## src/rtl/bus_pkg.sv

```systemverilog
// ---------------------------------------------------------------------------
// bus_pkg: shared bus widths, slave address windows and copy-master state codes.  Rev 1.0
// ---------------------------------------------------------------------------
`default_nettype none

package bus_pkg;

    localparam int ADDR_W = 16;
    localparam int DATA_W = 64;

    localparam logic [ADDR_W-1:0] S0_LO = 16'h0000;
    localparam logic [ADDR_W-1:0] S0_HI = 16'h07FF;
    localparam logic [ADDR_W-1:0] S1_LO = 16'h7000;
    localparam logic [ADDR_W-1:0] S1_HI = 16'h71FF;

    localparam logic [2:0] ST_IDLE      = 3'd0;
    localparam logic [2:0] ST_WAIT_IDLE = 3'd1;
    localparam logic [2:0] ST_REQ       = 3'd2;
    localparam logic [2:0] ST_RD        = 3'd3;
    localparam logic [2:0] ST_WR        = 3'd4;
    localparam logic [2:0] ST_FIN       = 3'd5;

endpackage

`default_nettype wire

```

## src/rtl/bus_addr_decode.sv

```systemverilog
// ---------------------------------------------------------------------------
// bus_addr_decode: combinational address to slave-window hit decoder.  Rev 1.0
// ---------------------------------------------------------------------------
`default_nettype none

module bus_addr_decode
    import bus_pkg::*;
(
    input  logic [ADDR_W-1:0] addr_i,
    output logic              s0_hit_o,
    output logic              s1_hit_o
);

    logic [ADDR_W-1:0] off0;
    logic [ADDR_W-1:0] off1;

    // Offset-from-base form keeps each range check a single unsigned compare.
    assign off0     = addr_i - S0_LO;
    assign off1     = addr_i - S1_LO;
    assign s0_hit_o = (off0 <= (S0_HI - S0_LO));
    assign s1_hit_o = (off1 <= (S1_HI - S1_LO));

endmodule

`default_nettype wire

```

## src/rtl/bus_copy_master.sv

```systemverilog
// ---------------------------------------------------------------------------
// bus_copy_master: copies LEN words src->dst, one read + one write per word.  Rev 1.0
// ---------------------------------------------------------------------------
`default_nettype none

module bus_copy_master
    import bus_pkg::*;
#(
    parameter int RD_LAT = 2,
    parameter int WR_LAT = 2,
    parameter int LEN_W  = 8
) (
    input  logic              clk,
    input  logic              reset_n,
    input  logic              start,
    input  logic [ADDR_W-1:0] src_addr,
    input  logic [ADDR_W-1:0] dst_addr,
    input  logic [LEN_W-1:0]  len,
    output logic              busy,
    output logic              done,
    output logic              err,
    output logic              m_req,
    output logic              m_wr,
    output logic [ADDR_W-1:0] m_addr,
    output logic [DATA_W-1:0] m_dout,
    input  logic              m_grant,
    input  logic [DATA_W-1:0] m_din
);

    localparam logic [7:0] RD_LAST = 8'(RD_LAT - 1);
    localparam logic [7:0] WR_LAST = 8'(WR_LAT - 1);

    logic [2:0]        state_q, state_d;
    logic [ADDR_W-1:0] src_q, src_d;
    logic [ADDR_W-1:0] dst_q, dst_d;
    logic [LEN_W-1:0]  rem_q, rem_d;
    logic [7:0]        cnt_q, cnt_d;
    logic              busy_q, busy_d;
    logic              done_q, done_d;
    logic              err_q, err_d;
    logic              m_req_q, m_req_d;
    logic              m_wr_q, m_wr_d;
    logic [ADDR_W-1:0] m_addr_q, m_addr_d;
    logic [DATA_W-1:0] m_dout_q, m_dout_d;
    logic              s0_hit, s1_hit, addr_bad;

    bus_addr_decode u_dec (
        .addr_i   (m_addr_q),
        .s0_hit_o (s0_hit),
        .s1_hit_o (s1_hit)
    );

    assign addr_bad = ~(s0_hit | s1_hit);

    always_comb begin
        state_d  = state_q;
        src_d    = src_q;
        dst_d    = dst_q;
        rem_d    = rem_q;
        cnt_d    = cnt_q;
        busy_d   = busy_q;
        done_d   = 1'b0;
        err_d    = err_q;
        m_req_d  = m_req_q;
        m_wr_d   = m_wr_q;
        m_addr_d = m_addr_q;
        m_dout_d = m_dout_q;
        case (state_q)
            ST_IDLE: begin
                if (start) begin
                    err_d = 1'b0;
                    if (len == '0) begin
                        state_d = ST_FIN;
                    end else begin
                        src_d   = src_addr;
                        dst_d   = dst_addr;
                        rem_d   = len;
                        busy_d  = 1'b1;
                        state_d = ST_WAIT_IDLE;
                    end
                end
            end
            ST_WAIT_IDLE: begin
                // A grant still high belongs to the previous transfer's tail.
                if (!m_grant) begin
                    m_req_d = 1'b1;
                    state_d = ST_REQ;
                end
            end
            ST_REQ: begin
                if (m_grant) begin
                    m_addr_d = src_q;
                    m_wr_d   = 1'b0;
                    cnt_d    = 8'd0;
                    state_d  = ST_RD;
                end
            end
            ST_RD: begin
                if (addr_bad) err_d = 1'b1;
                if (cnt_q == RD_LAST) begin
                    // m_dout_q doubles as the word buffer between read and write.
                    m_dout_d = m_din;
                    m_addr_d = dst_q;
                    m_wr_d   = 1'b1;
                    cnt_d    = 8'd0;
                    state_d  = ST_WR;
                end else begin
                    cnt_d = cnt_q + 8'd1;
                end
            end
            ST_WR: begin
                if (addr_bad) err_d = 1'b1;
                if (cnt_q == WR_LAST) begin
                    m_wr_d = 1'b0;
                    rem_d  = rem_q - LEN_W'(1);
                    src_d  = src_q + 16'd1;
                    dst_d  = dst_q + 16'd1;
                    cnt_d  = 8'd0;
                    if (rem_q == LEN_W'(1)) begin
                        m_req_d = 1'b0;
                        state_d = ST_FIN;
                    end else begin
                        m_addr_d = src_q + 16'd1;
                        state_d  = ST_RD;
                    end
                end else begin
                    cnt_d = cnt_q + 8'd1;
                end
            end
            ST_FIN: begin
                done_d  = 1'b1;
                busy_d  = 1'b0;
                state_d = ST_IDLE;
            end
            default: state_d = ST_IDLE;
        endcase
    end

    always_ff @(posedge clk or negedge reset_n) begin
        if (!reset_n) begin
            state_q  <= ST_IDLE;
            src_q    <= '0;
            dst_q    <= '0;
            rem_q    <= '0;
            cnt_q    <= '0;
            busy_q   <= 1'b0;
            done_q   <= 1'b0;
            err_q    <= 1'b0;
            m_req_q  <= 1'b0;
            m_wr_q   <= 1'b0;
            m_addr_q <= '0;
            m_dout_q <= '0;
        end else begin
            state_q  <= state_d;
            src_q    <= src_d;
            dst_q    <= dst_d;
            rem_q    <= rem_d;
            cnt_q    <= cnt_d;
            busy_q   <= busy_d;
            done_q   <= done_d;
            err_q    <= err_d;
            m_req_q  <= m_req_d;
            m_wr_q   <= m_wr_d;
            m_addr_q <= m_addr_d;
            m_dout_q <= m_dout_d;
        end
    end

    assign busy   = busy_q;
    assign done   = done_q;
    assign err    = err_q;
    assign m_req  = m_req_q;
    assign m_wr   = m_wr_q;
    assign m_addr = m_addr_q;
    assign m_dout = m_dout_q;

endmodule

`default_nettype wire

```

## config.mk

```make
export PLATFORM = sky130hd
export DESIGN_NAME = bus_copy_master
export DESIGN_NICKNAME = d
export VERILOG_FILES = /design/src/rtl/bus_pkg.sv /design/src/rtl/bus_addr_decode.sv /design/src/rtl/bus_copy_master.sv
export SDC_FILE = /design/constraint.sdc
export NUM_CORES = 1
export LEC_CHECK = 0
export CAP_MARGIN = 20
export CORE_MARGIN = 2
export CORE_UTILIZATION = 50
export DETAILED_ROUTE_END_ITERATION = 8
export GPL_ROUTABILITY_DRIVEN = 0
export PLACE_DENSITY_LB_ADDON = 0.15
export SKIP_LAST_GASP = 1
export SLEW_MARGIN = 20
export SYNTH_ARGS = -nofsm -noshare
export SYNTH_HDL_FRONTEND = slang
export SYNTH_SLANG_ARGS = --single-unit
```

## constraint.sdc

```tcl
create_clock -name clk -period 5.4 [get_ports clk]
set_clock_uncertainty 0.2 [all_clocks]
set_input_delay 0.54 -clock clk [delete_from_list [all_inputs] [get_ports clk]]
set_output_delay 0.54 -clock clk [all_outputs]
set_load 0.02 [all_outputs]
```

==> results of run 1 <==
critical path: stages, from the launching register on:
cell      delay [ps]
dfrtp_1         1030
and3b_1          480
o22ai_1          750
nand3b_1         700
a211oi_1         440
a21oi_1          110
routing by layer:
metal | part of all wire | vias to the layer above | track usage | routed length (um)
li1 | - | 2803 | - | -
met1 | 0.40 | 2895 | 0.3544 | 7770
met2 | 0.50 | 322 | 0.4446 | 9682
met3 | 0.079 | 42 | 0.05377 | 1527
met4 | 0.024 | 0 | 0.1126 | 463
met5 | 0 | - | 0 | 0
sequential cells by signal (all words and copies together), names as in the netlist:
name     count
m_dout      64
m_req        1
src_q       16
m_addr      16
m_wr         1
cnt_q        8
busy         1
dst_q       16
state_q      3
done         1
err          1
rem_q        8
synthesized netlist by cell type, drive strengths merged (4+ instances only):
cell type | instances | area (um^2)
or2 | 4 | 25.02
buf | 21 | 125.1
nand3 | 24 | 120.1
nand2b | 5 | 31.28
a21oi | 62 | 310.3
inv | 11 | 41.29
a2bb2oi | 4 | 35.03
and3 | 10 | 62.56
mux2i | 7 | 70.07
dfrtp | 136 | 3403
nor3b | 6 | 45.04
o22a | 5 | 43.79
ha | 6 | 75.07
nand2 | 68 | 255.2
nor2 | 40 | 157.6
a221oi | 6 | 52.55
and4 | 6 | 52.55
nor4 | 7 | 43.79
a31oi | 9 | 56.30
xor2 | 4 | 35.03
o22ai | 13 | 81.33
mux2 | 65 | 732.0
o21ai | 59 | 299.0
nand3b | 4 | 30.03
nand4 | 9 | 56.30
clkbuf | 27 | 102.6
nor3 | 15 | 86.34
through the flow:
step | cells | hold slack (ps) | total power, mW | utilization | worst slack (ps)
detailed placement | 1000 | 270.4 | 4.587 | 0.6591 | 1712
finish | 1031 | 6.021 | 5.858 | 0.7066 | 1554
CTS | 1031 | 61.98 | 5.849 | 0.7066 | 1694
floorplan | 675 | 44.41 | 3.498 | - | 3203
global route | 1031 | 97.71 | 6.177 | 0.7066 | 1207
global placement | 1000 | 263.2 | 4.503 | 0.6590 | 1830
cell families (layout without fill, tap and decap cells):
kind of cell               Yosys count  count (layout)  synth area share
muxes                               72              72            0.1185
AOI/OAI and AO/OA                  184             184            0.1611
buffers and inverters               59             239           0.03975
and+or+nand+nor                    211             211            0.1575
adders and majority gates            6               6           0.01109
DFF                                136             136            0.5030
xor gates and xnor gates             7               7          0.009061
final timing paths:
path,startpoint,endpoint,slack (ps),cells after the start
worst max register to register,state_q[2],m_addr[10],1550,5
worst max-delay path,state_q[2],m_addr[10],1550,5
max in group asynchronous,reset_n,done,3890,2
worst min register to register,m_addr[6],m_addr[6],280,2
min in group clk,m_addr[6],m_addr[6],280,2
worst min-delay path,reset_n,m_addr[0],6,1
report_power, final:
| part | switching [mW] | total, mW | internal (mW) |
|---|---|---|---|
| clock network | 0.442 | 1.24 | 0.794 |
| registers | 0.482 | 1.99 | 1.51 |
| logic | 1.37 | 2.63 | 1.26 |
| total | 2.30 | 5.86 | 3.56 |
cell type report:
cell class / instances / area, um^2
timing repair buffer: 197 / 1961
inverter: 11 / 41.29
multi-input combinational: 480 / 3103
clock inverter: 11 / 172.7
tap: 176 / 220.2
clock buffer: 20 / 456.7
sequential: 136 / 3403
fill: 975 / 3885
==> metrics.md, run 1 <==
| Metric | Value |
|---|---|
| HP Class | input port to async pin |
| Avg Cell Area, Syn | 10.02 um^2 |
| Clock root buffer | clkbuf_16 |
| Max Slew Vio Count | 0 |
| Status | complete, no violations |
| Asr flop ratio synth | 1.000 |
| # IOs | 193 |
| Max_slew headroom | 0.3023 |
| Routed vias | 6062 |
| Final instance area | 9358 um^2 |
| Final routed DRC violation total | 0 |
| CTS tree | yes |
| Clock tree buffer depth | 2 |
| Htree depth | 4 |
| Skew-Pair Late Insertion Delay | 430 ps |
| Vias in the first global route | 5839 |
| Most used DFF post-synth | dfrtp_1 |
| Yosys cell types | 57 |
| Worst-case vdd ir drop | 292.3 uV |
| Achievable Freq | 0.2600 GHz |
| Worst EP arrival | 3940 ps |
| Placement-stage cell area | 8728 um^2 |
| Highest-count cells in the layout ignoring fill and taps | clkdlybuf4s50_1 (191), dfrtp_1 (136), nand2_1 (67) |
| Post-Route WL | 19440 um |
| Num rows | 42 |
| Area delta synth->final | 38.30% |
| Min cycle time layout | 3846 ps |
| Post-CTS Hold Buffers | 0 |
| Req. time, crit path | 5500 ps |
| Max Cap Viol | 0 |
| Layout cell share with drive strength beyond 1 | 0.1322 |
| Drt first pass iters | 6 |
| Sequential area share after synthesis | 0.5030 |
| Initial core utilization | 0.5110 |
| Core Area | 13240 um^2 |
| Final setup fails | 0 |
| Die height | 120.3 um |
| Setup crit end kind | register |
| Post-synth EDFFs | 0 |
| Wirelength per Cell | 18.86 um |
| Warnings, synthesis | 0 |
| Drt via density | 5.880 |
| Crit Path Category | register to register |
| PortBufs | 192 |
| Largest net degree at the start of global routing | 98 |
| Antenna violations before repair | 0 |
| Post-Syn Area | 6766 um^2 |
| All-Layer GR Usage | 0.2714 |
| CTS buffer count | 17 |
| Global-route wire length before repair | 30570 um |
| N_diodes | 0 |
| RSZ-0062 raised after global routing | no |
| Final setup TNS | 0 ps |
| Worst Setup Start Kind | register |
| # nets final | 957 |
| Post-DP HPWL | 13360 um |
| Yosys reg bits | 136 |
| Clock-pin transition on the worst setup and hold timing paths | 60 ps |
| DRT iter0 DRCs | 684 |
| Post-CTS setup buffers | 0 |
| Synth Instances | 675 |
| Pwr Density | 626.0 nW/um^2 |
| Routed Antenna Nets | 0 |
| Clock sink count | 136 |
| LEAKAGE | 3.778 nW |
| Measured slew at the worst slew-check pin | 1047 ps |
| # resized after CTS | 0 |
| Die W | 120.3 um |
| Fraction of the cycle the final worst path needs | 0.7122 |
| Final hold viol count | 0 |
| Grt total ovfl | 0 |
| Most common cell after layout, fill and taps aside | clkdlybuf4s50_1 |
| Die ar. | 14480 um^2 |
| CP max FO | 34 |
| Synthesized net count | 789 |
Power figures use the tool's default switching activity.
==> inputs of run 2 (changes only) <==
--- a/config.mk
+++ b/config.mk
@@ -7,7 +7,7 @@
 export LEC_CHECK = 0
 export CAP_MARGIN = 20
 export CORE_MARGIN = 2
-export CORE_UTILIZATION = 50
+export CORE_UTILIZATION = 44
 export DETAILED_ROUTE_END_ITERATION = 8
 export GPL_ROUTABILITY_DRIVEN = 0
 export PLACE_DENSITY_LB_ADDON = 0.15
==> constraint.sdc (replaced) <==
create_clock -name clk -period 3.2 [get_ports clk]
set_clock_uncertainty 0.2 [all_clocks]
set_input_delay 0.32 -clock clk [delete_from_list [all_inputs] [get_ports clk]]
set_output_delay 0.32 -clock clk [all_outputs]
set_load 0.02 [all_outputs]
==> metrics.md, run 2 (same netlist as run 1, synthesis figures left out) <==
| Metric | Value |
|---|---|
| Clock root buffer | clkbuf_16 |
| Highest Signal Layer | met4 |
| Worst-case vdd ir drop | 433.3 uV (+48%) |
| Final hold viol count | 0 (unchanged) |
| Clock share of power | 0.200 (-0.011) |
| Max Cap Viol | 0 (unchanged) |
| Max Slew Vio Count | 0 (unchanged) |
| Measured slew at the worst slew-check pin | 942.2 ps (-104.4 ps) |
| Routed Antenna Nets | 0 (unchanged) |
| Global-route wire length before repair | 29570 um (-3.3%) |
| CTS buffer count | 17 (unchanged) |
| Final setup fails | 0 (unchanged) |
| Wirelength per Cell | 17.93 um (-4.9%) |
| HP Class | input port to register |
| WL met2 | 9529 um (-1.6%) |
| Routed vias | 5938 (-2.0%) |
| Num rows | 45 (+7.1%) |
| Largest net degree at the start of global routing | 117 (+19%) |
| Status | complete, no violations |
| Routed length on met3 | 1024 um (-33%) |
| Core Area | 15090 um^2 (+14%) |
| Drt via density | 5.623 (-4.4%) |
| Footprint of the multi-input gates | 3102 um^2 (about the same) |
| Pwr Density | 1039 nW/um^2 (+66%) |
| Post-Route WL | 18930 um (-2.6%) |
| CP max FO | 13 (-62%) |
| Post-DP HPWL | 13560 um (+1.5%) |
| CTS tree | yes |
| Die height | 128.0 um (+6.4%) |
| PortBufs | 192 (unchanged) |
| Sw Pwr | 3.843 mW (+67%) |
| Max reg flops | 64 (unchanged) |
| Seq pwr share | 0.334 (-0.006) |
| # IOs | 193 (unchanged) |
| Layout cell share with drive strength beyond 1 | 0.1429 (+0.01069) |
| Req. time, crit path | 3300 ps (-2200 ps) |
| Max_slew headroom | 0.3719 (+0.06957) |
| DRT iter0 DRCs | 614 (-10%) |
| Clock-pin transition on the worst setup and hold timing paths | 60 ps (about the same) |
| Fill cells | 1245 (+28%) |
| LEAKAGE | 3.830 nW (+1.4%) |
| Worst Setup Start Kind | register |
| Fraction of the cycle the final worst path needs | 0.8181 (+0.1059) |
| N_diodes | 0 (unchanged) |
| Final instance area | 9458 um^2 (+1.1%) |
| Area delta synth->final | 39.77% |
| Min cycle time layout | 2618 ps (-1228 ps) |
| Initial core utilization | 0.4484 (-0.06254) |
| Placement-stage cell area | 8845 um^2 (+1.3%) |
| Skew-Pair Late Insertion Delay | 420 ps (about the same) |
| Worst EP arrival | 2720 ps (-1220 ps) |
| Most common cell after layout, fill and taps aside | clkdlybuf4s50_1 |
| Sequential Area | 3403 um^2 (unchanged) |
| Final setup TNS | 0 ps (unchanged) |
| # resized after CTS | 0 (unchanged) |
| Grt total ovfl | 0 (unchanged) |
| Highest-count cells in the layout ignoring fill and taps | clkdlybuf4s50_1 (191), dfrtp_1 (136), nand2_1 (67) |
| Achievable Freq | 0.3820 GHz (+47%) |
| All-Layer GR Usage | 0.2317 (-0.03964) |
| Htree depth | 4 (unchanged) |
| Clock tree buffer depth | 2 (unchanged) |
| RSZ-0062 raised after global routing | no |
| Crit Path Category | register to register |
| Die W | 128.0 um (+6.4%) |
| Clock sink count | 136 (unchanged) |
| Vias in the first global route | 5631 (-3.6%) |
| Antenna violations before repair | 0 (unchanged) |
| Die ar. | 16390 um^2 (+13%) |
| # nets final | 970 (+1.4%) |
| Switching power share of the total | 0.3912 (-0.0008662) |
| Combinational power share | 0.466 (+0.017) |
| Final routed DRC violation total | 0 (unchanged) |
| Internal | 5.980 mW (+68%) |
| Met1 WL | 7953 um (+2.4%) |
| Setup crit end kind | register |
| Drt first pass iters | 7 (+1) |
## run 2: critical path: stages (launching register included)
cell and delay [ps]:
dfrtp_1 400, inv_1 60, ha_1 120, or4b_4 510, o22ai_1 270, and3b_1 550, mux2_2 390
## run 2: through the flow
stage	total power [mW]	std cells	hold WS, ps	setup WS (ps)	util
global placement	7.716	1024	262.8	561.0	0.5862
floorplan	5.904	675	-175.6	1003	-
global route	10.41	1056	268.8	452.0	0.6268
finish	9.823	1056	265.4	582.2	0.6268
CTS	9.849	1056	252.6	616.2	0.6266
detailed placement	7.850	1024	273.3	383.5	0.5862
## run 2: layer usage
layer | vias up | global-route usage
met4 | 0 | 0.08339
met3 | 33 | 0.04508
li1 | 2812 | -
met5 | - | 0
met2 | 203 | 0.3885
met1 | 2890 | 0.3007
## run 2: layout make-up
type,instances,area share
clock buffer,22,0.05120
clock inverter,9,0.01230
inverter,11,0.004366
multi-input combinational,480,0.3280
sequential,136,0.3598
tap,188,0.02487
timing repair buffer,210,0.2195
## run 2: path summary, 6_finish.rpt
check	from	to	slack, ps	cells after the start
setup / recovery	cnt_q[1]	m_addr[15]	580	6
hold / removal	dst_addr[1]	dst_q[1]	270	3
setup reg to reg	cnt_q[1]	m_addr[15]	580	6
hold reg to reg	m_addr[6]	m_addr[6]	280	2
max in group asynchronous	reset_n	m_dout[8]	1620	3
min in group asynchronous	reset_n	m_addr[1]	380	2
## run 2: repair_timing
action,in CTS,in global routing
hold buffers,1,0
setup buffers,0,0
endpoints found under the hold margin,114,0
## run 2: power groups by stage
| stage | Sequential, mW | Combinational, mW | Clock [mW] |
|---|---|---|---|
| 4_1_cts | 3.27 | 4.58 | 2.00 |
| 6_report | 3.28 | 4.58 | 1.97 |
| 3_3_place_gp | 3.24 | 4.48 | 0 |
| 3_5_place_dp | 3.29 | 4.56 | 0 |
| 5_1_grt | 3.40 | 4.94 | 2.07 |
| 2_1_floorplan | 3.71 | 2.19 | 0 |
